`src/rtl/wf_pkg.sv`:
```
// rtl/wf_pkg.sv - register map, response codes and write-strobe helper for the waveform controller
package wf_pkg;

  // Word offsets of the register map (byte address = offset * 4).
  localparam int REG_CTRL    = 0;
  localparam int REG_CH_SEL  = 1;
  localparam int REG_WF_ADDR = 2;
  localparam int REG_WF_DATA = 3;
  localparam int REG_RD_NUM  = 4;
  localparam int REG_STATUS  = 5;

  // Writing 1 to this CTRL bit clears every channel pointer; it is never stored.
  localparam int CTRL_CLR_BIT = 31;

  localparam logic [1:0] RESP_OKAY   = 2'b00;
  localparam logic [1:0] RESP_SLVERR = 2'b10;

  // Byte-lane merge of a write into the current register value.
  function automatic logic [31:0] apply_wstrb(input logic [31:0] cur,
                                              input logic [31:0] wd,
                                              input logic [3:0]  strb);
    logic [31:0] r;
    r = cur;
    for (int b = 0; b < 4; b++) begin
      if (strb[b]) r[8*b +: 8] = wd[8*b +: 8];
    end
    return r;
  endfunction

endpackage

```
`src/rtl/wf_addr_ptr.sv`:
```
// rtl/wf_addr_ptr.sv - per-channel DPBRAM write pointer with load, increment, clear and wrap flag
//   clk, rst      : clock, synchronous active-high reset
//   clr           : clear pointer to 0 (highest priority after reset)
//   load/load_val : load a new pointer value
//   inc           : advance pointer by one, modulo 2^ADDR_W
//   ptr           : current pointer
//   wrap          : high in the cycle an increment rolls all-ones over to 0
module wf_addr_ptr #(
  parameter int ADDR_W = 10
) (
  input  logic              clk,
  input  logic              rst,
  input  logic              clr,
  input  logic              load,
  input  logic [ADDR_W-1:0] load_val,
  input  logic              inc,
  output logic [ADDR_W-1:0] ptr,
  output logic              wrap
);

  always_ff @(posedge clk) begin
    if (rst || clr) begin
      ptr <= '0;
    end else if (load) begin
      ptr <= load_val;
    end else if (inc) begin
      ptr <= ptr + 1'b1;
    end
  end

  // Only an increment that actually takes effect can wrap.
  assign wrap = inc & ~clr & ~load & (&ptr);

endmodule

```
`src/rtl/axi4_lite_wf_ctrl.sv`:
```
// rtl/axi4_lite_wf_ctrl.sv - AXI4-Lite register block driving per-channel waveform DPBRAM writes
//   S_AXI_ACLK, S_AXI_ARESET : clock, synchronous active-high reset
//   S_AXI_AW*/W*/B*          : AXI4-Lite write address, data and response channels
//   S_AXI_AR*/R*             : AXI4-Lite read address and data channels
//   o_wf_mode_start          : per-channel run enable, registered copy of CTRL
//   o_wf_write_en            : one-cycle one-hot DPBRAM write strobe
//   o_wf_write_addr/data     : shared DPBRAM write address and data
//   i_wf_read_data_num       : per-channel sample counts, 32 bits per channel
module axi4_lite_wf_ctrl
  import wf_pkg::*;
#(
  parameter int C_S_AXI_DATA_WIDTH = 32,
  parameter int C_S_AXI_ADDR_WIDTH = 5,
  parameter int WF_CH              = 2,
  parameter int WF_ADDR_W          = 10,
  parameter int WF_DATA_W          = 16
) (
  input  logic                            S_AXI_ACLK,
  input  logic                            S_AXI_ARESET,
  input  logic [C_S_AXI_ADDR_WIDTH-1:0]   S_AXI_AWADDR,
  input  logic [2:0]                      S_AXI_AWPROT,
  input  logic                            S_AXI_AWVALID,
  output logic                            S_AXI_AWREADY,
  input  logic [C_S_AXI_DATA_WIDTH-1:0]   S_AXI_WDATA,
  input  logic [C_S_AXI_DATA_WIDTH/8-1:0] S_AXI_WSTRB,
  input  logic                            S_AXI_WVALID,
  output logic                            S_AXI_WREADY,
  output logic [1:0]                      S_AXI_BRESP,
  output logic                            S_AXI_BVALID,
  input  logic                            S_AXI_BREADY,
  input  logic [C_S_AXI_ADDR_WIDTH-1:0]   S_AXI_ARADDR,
  input  logic [2:0]                      S_AXI_ARPROT,
  input  logic                            S_AXI_ARVALID,
  output logic                            S_AXI_ARREADY,
  output logic [C_S_AXI_DATA_WIDTH-1:0]   S_AXI_RDATA,
  output logic [1:0]                      S_AXI_RRESP,
  output logic                            S_AXI_RVALID,
  input  logic                            S_AXI_RREADY,
  output logic [WF_CH-1:0]                o_wf_mode_start,
  output logic [WF_CH-1:0]                o_wf_write_en,
  output logic [WF_ADDR_W-1:0]            o_wf_write_addr,
  output logic [WF_DATA_W-1:0]            o_wf_write_data,
  input  logic [32*WF_CH-1:0]             i_wf_read_data_num
);

  localparam int OFF_W = C_S_AXI_ADDR_WIDTH - 2;

  // Handshake and response state
  logic        aw_rdy_q;
  logic        ar_rdy_q;
  logic        bvalid_q;
  logic        rvalid_q;
  logic [1:0]  bresp_q;
  logic [1:0]  rresp_q;
  logic [31:0] rdata_q;

  // Register state
  logic [WF_CH-1:0]     ctrl_q;
  logic [WF_CH-1:0]     mode_q;
  logic [WF_CH-1:0]     status_q;
  logic [2:0]           ch_sel_q;
  logic [31:0]          rd_num_q;

  // Strobe outputs
  logic [WF_CH-1:0]     en_q;
  logic [WF_ADDR_W-1:0] waddr_q;
  logic [WF_DATA_W-1:0] wdata_q;

  // Pointer bank
  logic [WF_ADDR_W-1:0] ptr [WF_CH];
  logic [WF_CH-1:0]     wrap;
  logic [WF_CH-1:0]     ptr_load;
  logic [WF_CH-1:0]     ptr_inc;
  logic                 clr_all;

  logic                 wr_hs;
  logic                 rd_hs;
  logic [OFF_W-1:0]     wr_off;
  logic [OFF_W-1:0]     rd_off;
  logic                 ch_ok;
  logic [WF_ADDR_W-1:0] sel_ptr;
  logic [31:0]          num_sel;

  logic [31:0]          ctrl_m;
  logic [31:0]          chsel_m;
  logic [31:0]          ptr_m;

  logic                 do_ctrl;
  logic                 do_chsel;
  logic                 do_addr;
  logic                 do_data;
  logic                 do_status;
  logic                 wr_err;
  logic [WF_CH-1:0]     en_next;
  logic [WF_CH-1:0]     w1c_mask;

  logic [31:0]          rd_val;
  logic                 rd_err;
  logic                 unused_ok;

  assign wr_hs  = aw_rdy_q & S_AXI_AWVALID & S_AXI_WVALID;
  assign rd_hs  = ar_rdy_q & S_AXI_ARVALID;
  assign wr_off = S_AXI_AWADDR[C_S_AXI_ADDR_WIDTH-1:2];
  assign rd_off = S_AXI_ARADDR[C_S_AXI_ADDR_WIDTH-1:2];
  assign ch_ok  = (int'(ch_sel_q) < WF_CH);

  // Selected-channel pointer and sample count; both read 0 for an absent channel.
  always_comb begin
    sel_ptr = '0;
    num_sel = '0;
    for (int k = 0; k < WF_CH; k++) begin
      if (ch_sel_q == 3'(k)) begin
        sel_ptr = ptr[k];
        num_sel = i_wf_read_data_num[32*k +: 32];
      end
    end
  end

  // Byte-lane merged write values for the strobe-honouring registers.
  assign ctrl_m  = apply_wstrb(32'(ctrl_q),   S_AXI_WDATA, S_AXI_WSTRB);
  assign chsel_m = apply_wstrb(32'(ch_sel_q), S_AXI_WDATA, S_AXI_WSTRB);
  assign ptr_m   = apply_wstrb(32'(sel_ptr),  S_AXI_WDATA, S_AXI_WSTRB);

  // Write decode
  always_comb begin
    do_ctrl   = 1'b0;
    do_chsel  = 1'b0;
    do_addr   = 1'b0;
    do_data   = 1'b0;
    do_status = 1'b0;
    wr_err    = 1'b0;
    if (wr_hs) begin
      case (wr_off)
        OFF_W'(REG_CTRL):    do_ctrl  = 1'b1;
        OFF_W'(REG_CH_SEL):  do_chsel = 1'b1;
        OFF_W'(REG_WF_ADDR): begin
          do_addr = ch_ok;
          wr_err  = ~ch_ok;
        end
        OFF_W'(REG_WF_DATA): begin
          do_data = ch_ok;
          wr_err  = ~ch_ok;
        end
        OFF_W'(REG_RD_NUM):  wr_err    = ~ch_ok;
        OFF_W'(REG_STATUS):  do_status = 1'b1;
        default:             wr_err    = 1'b1;
      endcase
    end
  end

  assign clr_all  = do_ctrl & ctrl_m[CTRL_CLR_BIT];
  assign w1c_mask = do_status ? S_AXI_WDATA[WF_CH-1:0] : '0;

  always_comb begin
    en_next  = '0;
    ptr_load = '0;
    ptr_inc  = '0;
    for (int k = 0; k < WF_CH; k++) begin
      if (ch_sel_q == 3'(k)) begin
        en_next[k]  = do_data;
        ptr_inc[k]  = do_data;
        ptr_load[k] = do_addr;
      end
    end
  end

  for (genvar k = 0; k < WF_CH; k++) begin : g_ptr
    wf_addr_ptr #(
      .ADDR_W (WF_ADDR_W)
    ) u_ptr (
      .clk      (S_AXI_ACLK),
      .rst      (S_AXI_ARESET),
      .clr      (clr_all),
      .load     (ptr_load[k]),
      .load_val (ptr_m[WF_ADDR_W-1:0]),
      .inc      (ptr_inc[k]),
      .ptr      (ptr[k]),
      .wrap     (wrap[k])
    );
  end

  // Read decode; uses pre-edge register values, so a read colliding with a
  // write to the same register returns the old contents.
  always_comb begin
    rd_val = '0;
    rd_err = 1'b0;
    case (rd_off)
      OFF_W'(REG_CTRL):    rd_val = 32'(ctrl_q);
      OFF_W'(REG_CH_SEL):  rd_val = 32'(ch_sel_q);
      OFF_W'(REG_WF_ADDR): begin
        rd_val = ch_ok ? 32'(sel_ptr) : '0;
        rd_err = ~ch_ok;
      end
      OFF_W'(REG_WF_DATA): rd_val = '0;
      OFF_W'(REG_RD_NUM):  begin
        rd_val = ch_ok ? rd_num_q : '0;
        rd_err = ~ch_ok;
      end
      OFF_W'(REG_STATUS):  rd_val = 32'(status_q);
      default:             rd_err = 1'b1;
    endcase
  end

  always_ff @(posedge S_AXI_ACLK) begin
    if (S_AXI_ARESET) begin
      aw_rdy_q <= 1'b0;
      ar_rdy_q <= 1'b0;
      bvalid_q <= 1'b0;
      rvalid_q <= 1'b0;
      bresp_q  <= RESP_OKAY;
      rresp_q  <= RESP_OKAY;
      rdata_q  <= '0;
      ctrl_q   <= '0;
      mode_q   <= '0;
      status_q <= '0;
      ch_sel_q <= '0;
      rd_num_q <= '0;
      en_q     <= '0;
      waddr_q  <= '0;
      wdata_q  <= '0;
    end else begin
      // Ready pulses for one cycle and is not re-armed while a response is pending.
      aw_rdy_q <= S_AXI_AWVALID & S_AXI_WVALID & ~bvalid_q & ~aw_rdy_q;
      ar_rdy_q <= S_AXI_ARVALID & ~rvalid_q & ~ar_rdy_q;

      if (wr_hs) begin
        bvalid_q <= 1'b1;
        bresp_q  <= wr_err ? RESP_SLVERR : RESP_OKAY;
      end else if (bvalid_q && S_AXI_BREADY) begin
        bvalid_q <= 1'b0;
      end

      if (rd_hs) begin
        rvalid_q <= 1'b1;
        rdata_q  <= rd_val;
        rresp_q  <= rd_err ? RESP_SLVERR : RESP_OKAY;
      end else if (rvalid_q && S_AXI_RREADY) begin
        rvalid_q <= 1'b0;
      end

      if (do_ctrl)  ctrl_q   <= ctrl_m[WF_CH-1:0];
      if (do_chsel) ch_sel_q <= chsel_m[2:0];
      mode_q   <= ctrl_q;
      rd_num_q <= ch_ok ? num_sel : '0;

      // A wrap in the same cycle as a clear wins.
      status_q <= (status_q & ~w1c_mask) | wrap;

      en_q <= en_next;
      if (do_data) begin
        waddr_q <= sel_ptr;
        wdata_q <= S_AXI_WDATA[WF_DATA_W-1:0];
      end
    end
  end

  // Responses and the strobe are masked while reset is held so that a
  // transaction interrupted by reset never surfaces.
  assign S_AXI_AWREADY   = aw_rdy_q;
  assign S_AXI_WREADY    = aw_rdy_q;
  assign S_AXI_BVALID    = bvalid_q & ~S_AXI_ARESET;
  assign S_AXI_BRESP     = bresp_q;
  assign S_AXI_ARREADY   = ar_rdy_q;
  assign S_AXI_RVALID    = rvalid_q & ~S_AXI_ARESET;
  assign S_AXI_RRESP     = rresp_q;
  assign S_AXI_RDATA     = rdata_q;
  assign o_wf_mode_start = mode_q;
  assign o_wf_write_en   = en_q & {WF_CH{~S_AXI_ARESET}};
  assign o_wf_write_addr = waddr_q;
  assign o_wf_write_data = wdata_q;

  assign unused_ok = ^{S_AXI_AWPROT, S_AXI_ARPROT, S_AXI_AWADDR[1:0], S_AXI_ARADDR[1:0],
                       ctrl_m, chsel_m, ptr_m};

endmodule

```
`config.mk`:
```
export PLATFORM = sky130hd
export DESIGN_NAME = axi4_lite_wf_ctrl
export DESIGN_NICKNAME = d
export VERILOG_FILES = /design/src/rtl/wf_pkg.sv /design/src/rtl/wf_addr_ptr.sv /design/src/rtl/axi4_lite_wf_ctrl.sv
export SDC_FILE = /design/constraint.sdc
export NUM_CORES = 1
export LEC_CHECK = 0
export ABC_AREA = 1
export CAP_MARGIN = 30
export CORE_ASPECT_RATIO = 0.75
export CORE_MARGIN = 3
export CORE_UTILIZATION = 45
export CTS_CLUSTER_SIZE = 16
export DETAILED_ROUTE_END_ITERATION = 8
export HOLD_SLACK_MARGIN = 0.06
export PLACE_DENSITY_LB_ADDON = 0.15
export REMOVE_ABC_BUFFERS = 1
export SYNTH_ARGS = -nofsm -noshare
export SYNTH_HDL_FRONTEND = slang
export SYNTH_HIERARCHICAL = 1
export SYNTH_SLANG_ARGS = --single-unit
```
`constraint.sdc`:
```
create_clock -name S_AXI_ACLK -period 3.55 [get_ports S_AXI_ACLK]
set_input_delay 0.355 -clock S_AXI_ACLK [delete_from_list [all_inputs] [get_ports S_AXI_ACLK]]
set_output_delay 0.355 -clock S_AXI_ACLK [all_outputs]
set_load 0.01 [all_outputs]
```
# --- Yosys cells after proc, flatten, opt, wreduce, memory -nomap -nowiden ---
# Cells that the tools add are included.
word_totals:
  ff_bits: 129
  latchBits: 0
  ram_bits: 0
  romBits: 0
  output_inout_bits: 71
  elab_cells: 118
  mem_count: 0
classes:
  add_sub_neg: 2
  multipliers: 0
  div: 0
  magnitude_cmp: 1
  eq_ne: 11
  shift: 0
  muxes: 38
  bitwise_logic: 30
  reduce_logical: 19
op_table:
  columns: ["operator", "n"]
  rows:
  - ["case mux 32 bit (5 select lines)", 1]
  - ["two-way mux 32 bit", 3]
  - ["two-way mux 10 bit", 7]
  - ["adder 10 x 1 -> 10 bit (second input constant)", 2]
  - ["AND reduction 10 bit", 2]
  - ["two-way mux 1 bit", 19]
  - ["bitwise AND 1 bit", 17]
  - ["two-way mux 8 bit", 2]
  - ["equality test 3 x 2 -> 1 bit (second input constant)", 4]
  - ["equality test 3 bit (second input constant)", 4]
  - ["equality test 3 x 1 -> 1 bit (second input constant)", 3]
  - ["zero test 3 bit", 3]
  - ["NOT 1 bit", 9]
  - ["two-way mux 2 bit", 4]
  - ["nonzero test 2 bit", 4]
  - ["OR reduction 3 bit", 2]
  - ["bitwise AND 2 bit", 2]
  - ["case mux 1 bit (2 select lines)", 2]
  - ["AND reduction 2 bit", 2]
  - ["OR reduction 2 bit", 2]
  - ["OR reduction 4 bit", 1]
  - ["< comparator 3 x 2 -> 1 bit (second input constant)", 1]
  - ["logical AND 1 bit", 2]
  - ["NOT 2 bit", 1]
  - ["other kinds (2)", 2]

# --- Logic depth before layout (Yosys ltp) ---
logic_depth:
  ltp_word: 9
  mapped_depth: 12

# --- Modules after synthesis ---
# Netlist, hierarchy kept.
by_module_without_submodules:
  columns: ["mod", "instances", "cells_per_inst", "area_per_inst_um2"]
  rows:
  - ["axi4_lite_wf_ctrl", 1, 608, 4453.0]
  - ["wf_addr_ptr", 2, 99, 663.1]

# --- Worst setup path after synthesis ---
# OpenSTA, ideal clock, no wires.
synth_timing:
  path_type: "reg2reg"
  startpoint: "reg aw_rdy_q (netlist: S_AXI_AWREADY)"
  endpoint: "reg status_q[0]"
  setup_ns: 0.070
  arrival_ns: 1.718
  t_required_ns: 3.480
  slack_ns: 1.761
  stages_incl_launch_ff: 10
  n_path_buf: 1
  synth_period_minus_slack_ns: 1.789
  cell_sequence: "dfxtp_1 -> nand3_1 -> nor2_1 -> nand3_1 -> buf_2 -> nor2_1 -> nand2_2 -> nor4_2 -> inv_1 -> a21oi_1"
synth_via:
  elab_chain_len: 9
synth_rtl:
  columns: ["item", "line", "source"]
  rows:
  - ["from (decl)", "axi4_lite_wf_ctrl.sv:49", "logic aw_rdy_q;"]
  - ["from (signal assigned)", "axi4_lite_wf_ctrl.sv:223", "aw_rdy_q <= S_AXI_AWVALID & S_AXI_WVALID & ~bvalid_q & ~aw_rdy_q;"]
  - ["bitwise AND 1 bit * (2 in series)", "axi4_lite_wf_ctrl.sv:101", "assign wr_hs = aw_rdy_q & S_AXI_AWVALID & S_AXI_WVALID;"]
  - ["two-way mux 1 bit", "axi4_lite_wf_ctrl.sv:132", "if (wr_hs) begin"]
  - ["bitwise AND 1 bit", "axi4_lite_wf_ctrl.sv:151", "assign clr_all = do_ctrl & ctrl_m[CTRL_CLR_BIT];"]
  - ["NOT 1 bit", "wf_addr_ptr.sv:32", "assign wrap = inc & ~clr & ~load & (&ptr);"]
  - ["bitwise AND 1 bit", "wf_addr_ptr.sv:32", null]
  - ["bitwise AND 1 bit * (2 in series)", "wf_addr_ptr.sv:32", null]
  - ["named net wrap[0]", "axi4_lite_wf_ctrl.sv:71", "logic [WF_CH-1:0] wrap;"]
  - ["OR 2 bit *", "axi4_lite_wf_ctrl.sv:247", "status_q <= (status_q & ~w1c_mask) | wrap;"]
  - ["to (signal assigned)", "axi4_lite_wf_ctrl.sv:247", null]
  - ["to (decl)", "axi4_lite_wf_ctrl.sv:60", "logic [WF_CH-1:0] status_q;"]
# The timed path passes the listed nets; every way through them passes the cells marked *.
# A chain may end at the register's enable or synchronous reset.

# --- Worst setup path after layout ---
layout_timing:
  startpoint: "reg ch_sel_q[2]"
  endpoint: "reg g_ptr[0].u_ptr.ptr[2]"
layout_via:
  elab_chain_len: 5
layout_rtl:
  columns: ["item", "line", "source"]
  rows:
  - ["from (decl)", "axi4_lite_wf_ctrl.sv:61", "logic [2:0] ch_sel_q;"]
  - ["from (signal assigned)", "axi4_lite_wf_ctrl.sv:242", "if (do_chsel) ch_sel_q <= chsel_m[2:0];"]
  - ["zero test 3 bit", "axi4_lite_wf_ctrl.sv:112", "if (ch_sel_q == 3'(k)) begin"]
  - ["two-way mux 10 bit", "axi4_lite_wf_ctrl.sv:112", null]
  - ["two-way mux 10 bit *", "axi4_lite_wf_ctrl.sv:112", null]
  - ["two-way mux 8 bit *", "wf_pkg.sv:25", "if (strb[b]) r[8*b +: 8] = wd[8*b +: 8];"]
  - ["named net ptr_m[2]", "axi4_lite_wf_ctrl.sv:86", "logic [31:0] ptr_m;"]
  - ["two-way mux 10 bit *", "wf_addr_ptr.sv:24", "end else if (load) begin"]
  - ["to (signal assigned)", "wf_addr_ptr.sv:25", "ptr <= load_val;"]
  - ["to (signal assigned)", "wf_addr_ptr.sv:27", "ptr <= ptr + 1'b1;"]
  - ["to (decl)", "wf_addr_ptr.sv:17", "output logic [ADDR_W-1:0] ptr,"]
# Marked as above.

==> reports/results.txt <==
status = finished clean
DP HPWL = 11290 um
placed instance area = 7493 sq um
TritonCTS Sinks = 127
Antenna Diode Count = 0
post-synth cell types = 33
CTS max path bufs = 2
Mapped Area = 5779 sq um
Multi-input gate area = 2729 sq um
Worst EP arrival = 2.60 ns
share of layout cells above drive strength 1 = 0.1099
final max-slew violation count = 0
area of the placeable core = 12440 sq um
Initial Utilization = 0.4647
# hold bufs at CTS = 0
routed wl met2 = 7161 um
initial antenna violation count = 0
register area = 2542 sq um
Die Footprint = 14250 sq um
root buffer cell = clkbuf_16
first-pass GRT wire length = 25630 um
Sum Neg Setup Slack = 0 ns
WL per Instance = 13.93 um
Gate Count Post-Synth = 806
GRT overflow = 0
design area = 8041 sq um
Worst Hold Depth = 1
largest net degree at the start of global routing = 42
CP Max Fanout = 25
met1 wire length = 7368 um
clock edge transition at the registers on the reported setup and hold paths = 0.06 ns
total CTS buffers = 17
maximum VDD drop = 0.4043 mV
Worst slew margin = 0.4505
DR top layer = met4
post-route DRC violation count = 0
DR vias/cell = 4.997
CTS resizes = 0
yosys warns = 6
Ports = 194
area delta synth->final = 39.14%
Routed Antenna Nets = 0
worst hold-check path type = flip-flop to flip-flop
# nets final = 1086
maxcap violations = 0
drt first-iter violations = 419
Worst Setup Start Kind = flip-flop
Worst Setup End Kind = flip-flop
Final Setup Violations = 0
final worst path period need = 2.261 ns
H-Tree Depth = 4
P_leak = 0.003052 uW
GPL Wtd Cong = 0.8757
worst reg-to-reg path cell count = 8
final period utilization = 0.6369
FMAX = 0.4423 GHz
register bit total from synthesis = 127
final-layout fill cell count = 1142
std cell rows = 35
die width = 136.9 um
WS Path Type = flip-flop to flip-flop
CTS tree = done
RSZ-0062 raised after global routing = no
most frequent cells in the layout = 185 x nand2_1, 164 x clkdlybuf4s50_1, 127 x dfxtp_1, 79 x nand3_1, 75 x a21oi_1
GRT Overall Usage = 0.2227
Hold Fails Final Rpt = 0
sequential share of the synthesized area = 0.4399
Worst Path Required = 3.89 ns
TritonRoute pass-1 iters = 5
clock skew = 0.009173 ns
commonest non-fill, non-tap cell in the layout = nand2_1
Post-CTS Setup Bufs = 0
final WL = 15880 um
Clock Latency Late Sink = 0.41 ns
pwr/cell area = 407.2 nW/um^2
syn avg cell area = 7.170 sq um
Die Ht = 104.1 um
WL met3 = 1159 um
actual slew at the worst max-slew pin = 0.8223 ns
Vias = 5697
vias in the first global route = 5168
Port Buffer Count = 165
==> cell families after synthesis <==
family,after synthesis,synth area share
and+or+nand+nor,388,0.3001
DFF,127,0.4399
AOI/OAI and AO/OA,169,0.1630
other,1,0.0006489
buffers and inverters,117,0.08898
xor gates and xnor gates,2,0.003032
adders and majority gates,2,0.004329
==> state kept, by name (all words and copies together) (netlist names), 3 cells and up <==
name and flops:
S_AXI_RDATA 32, rd_num_q 32, g_ptr.u_ptr/ptr 20, o_wf_write_data 16, o_wf_write_addr 10, ch_sel_q 3
==> worst paths after layout <==
| kind | start | to | slack (ns) |
|---|---|---|---|
| min | bvalid_q | S_AXI_AWREADY | 0.42 |
| max | ch_sel_q[2] | g_ptr[0].u_ptr/ptr[2] | 1.29 |
| min reg2reg | bvalid_q | S_AXI_AWREADY | 0.42 |
| max reg2reg | ch_sel_q[2] | g_ptr[0].u_ptr/ptr[2] | 1.29 |
==> power by group <==
group / leakage (uW) / switching [uW] / internal [uW] / total, uW
registers: 0.00103 / 9.03 / 1450 / 1460
clock network: 0.000256 / 671 / 919 / 1590
logic: 0.00176 / 99.0 / 126 / 225
total: 0.00305 / 779 / 2500 / 3270
==> per-stage QoR <==
stage	cells	hold WS, ns	total power (uW)	util	setup WS [ns]
final	1140	0.4206	3275	0.6466	1.289
after global routing	1140	0.4527	3395	0.6466	0.9896
after CTS	1140	0.4260	3306	0.6466	1.324
after detailed placement	1108	0.4193	1716	0.6025	1.159
after global placement	1108	0.4117	1715	0.6025	1.159
after floorplan	766	0.3985	1557	-	0.7312
==> routing by layer <==
layer / vias to the layer above / track usage
met5: - / 0
met4: 0 / 0.06125
met3: 16 / 0.04884
met2: 192 / 0.3446
met1: 2546 / 0.3134
li1: 2943 / -
==> synth_stat cells <==
| master | instances | area share |
|---|---|---|
| inv_1 | 66 | 0.043 |
| o31ai_1 | 1 | 0.0013 |
| buf_4 | 8 | 0.010 |
| o21a_1 | 1 | 0.0013 |
| ha_1 | 2 | 0.0043 |
| nand3_1 | 79 | 0.068 |
| nand4_1 | 4 | 0.0043 |
| or2_1 | 2 | 0.0022 |
| clkbuf_1 | 11 | 0.0071 |
| nor2_2 | 9 | 0.0097 |
| xor2_1 | 2 | 0.0030 |
| o21ai_0 | 56 | 0.048 |
| a21oi_1 | 75 | 0.065 |
| buf_2 | 12 | 0.010 |
| nor3_1 | 8 | 0.0069 |
| nor2_1 | 70 | 0.045 |
| conb_1 | 1 | 0.00065 |
| nand3_2 | 4 | 0.0069 |
| a31oi_1 | 2 | 0.0022 |
| dfxtp_1 | 127 | 0.44 |
| nand2_1 | 185 | 0.12 |
| o22ai_1 | 1 | 0.0011 |
| nor4_2 | 3 | 0.0065 |
| a22oi_1 | 14 | 0.018 |
| inv_2 | 9 | 0.0058 |
| buf_6 | 4 | 0.0078 |
| nand2_2 | 19 | 0.021 |
| and3_1 | 1 | 0.0011 |
| a21oi_2 | 14 | 0.021 |
| nor2_4 | 4 | 0.0078 |
| clkinv_1 | 1 | 0.00065 |
| o21ai_1 | 5 | 0.0043 |
| buf_1 | 6 | 0.0039 |
==> cell type report <==
type | count | area share
timing repair buffer | 176 | 0.2150
multi-input combinational | 563 | 0.3394
tap | 166 | 0.02583
inverter | 76 | 0.03548
sequential | 127 | 0.3162
clock buffer | 18 | 0.05461
clock inverter | 14 | 0.01354
==> critical path, stage by stage (launching register included) <==
cell and delay, ns:
dfxtp_1 0.34, inv_1 0.08, nand2_1 0.13, nor2_2 0.58, buf_4 0.41, nand2_1 0.14, a31oi_1 0.23, o21ai_0 0.14
a21oi_1 0.14
Power figures use the tool's default switching activity.
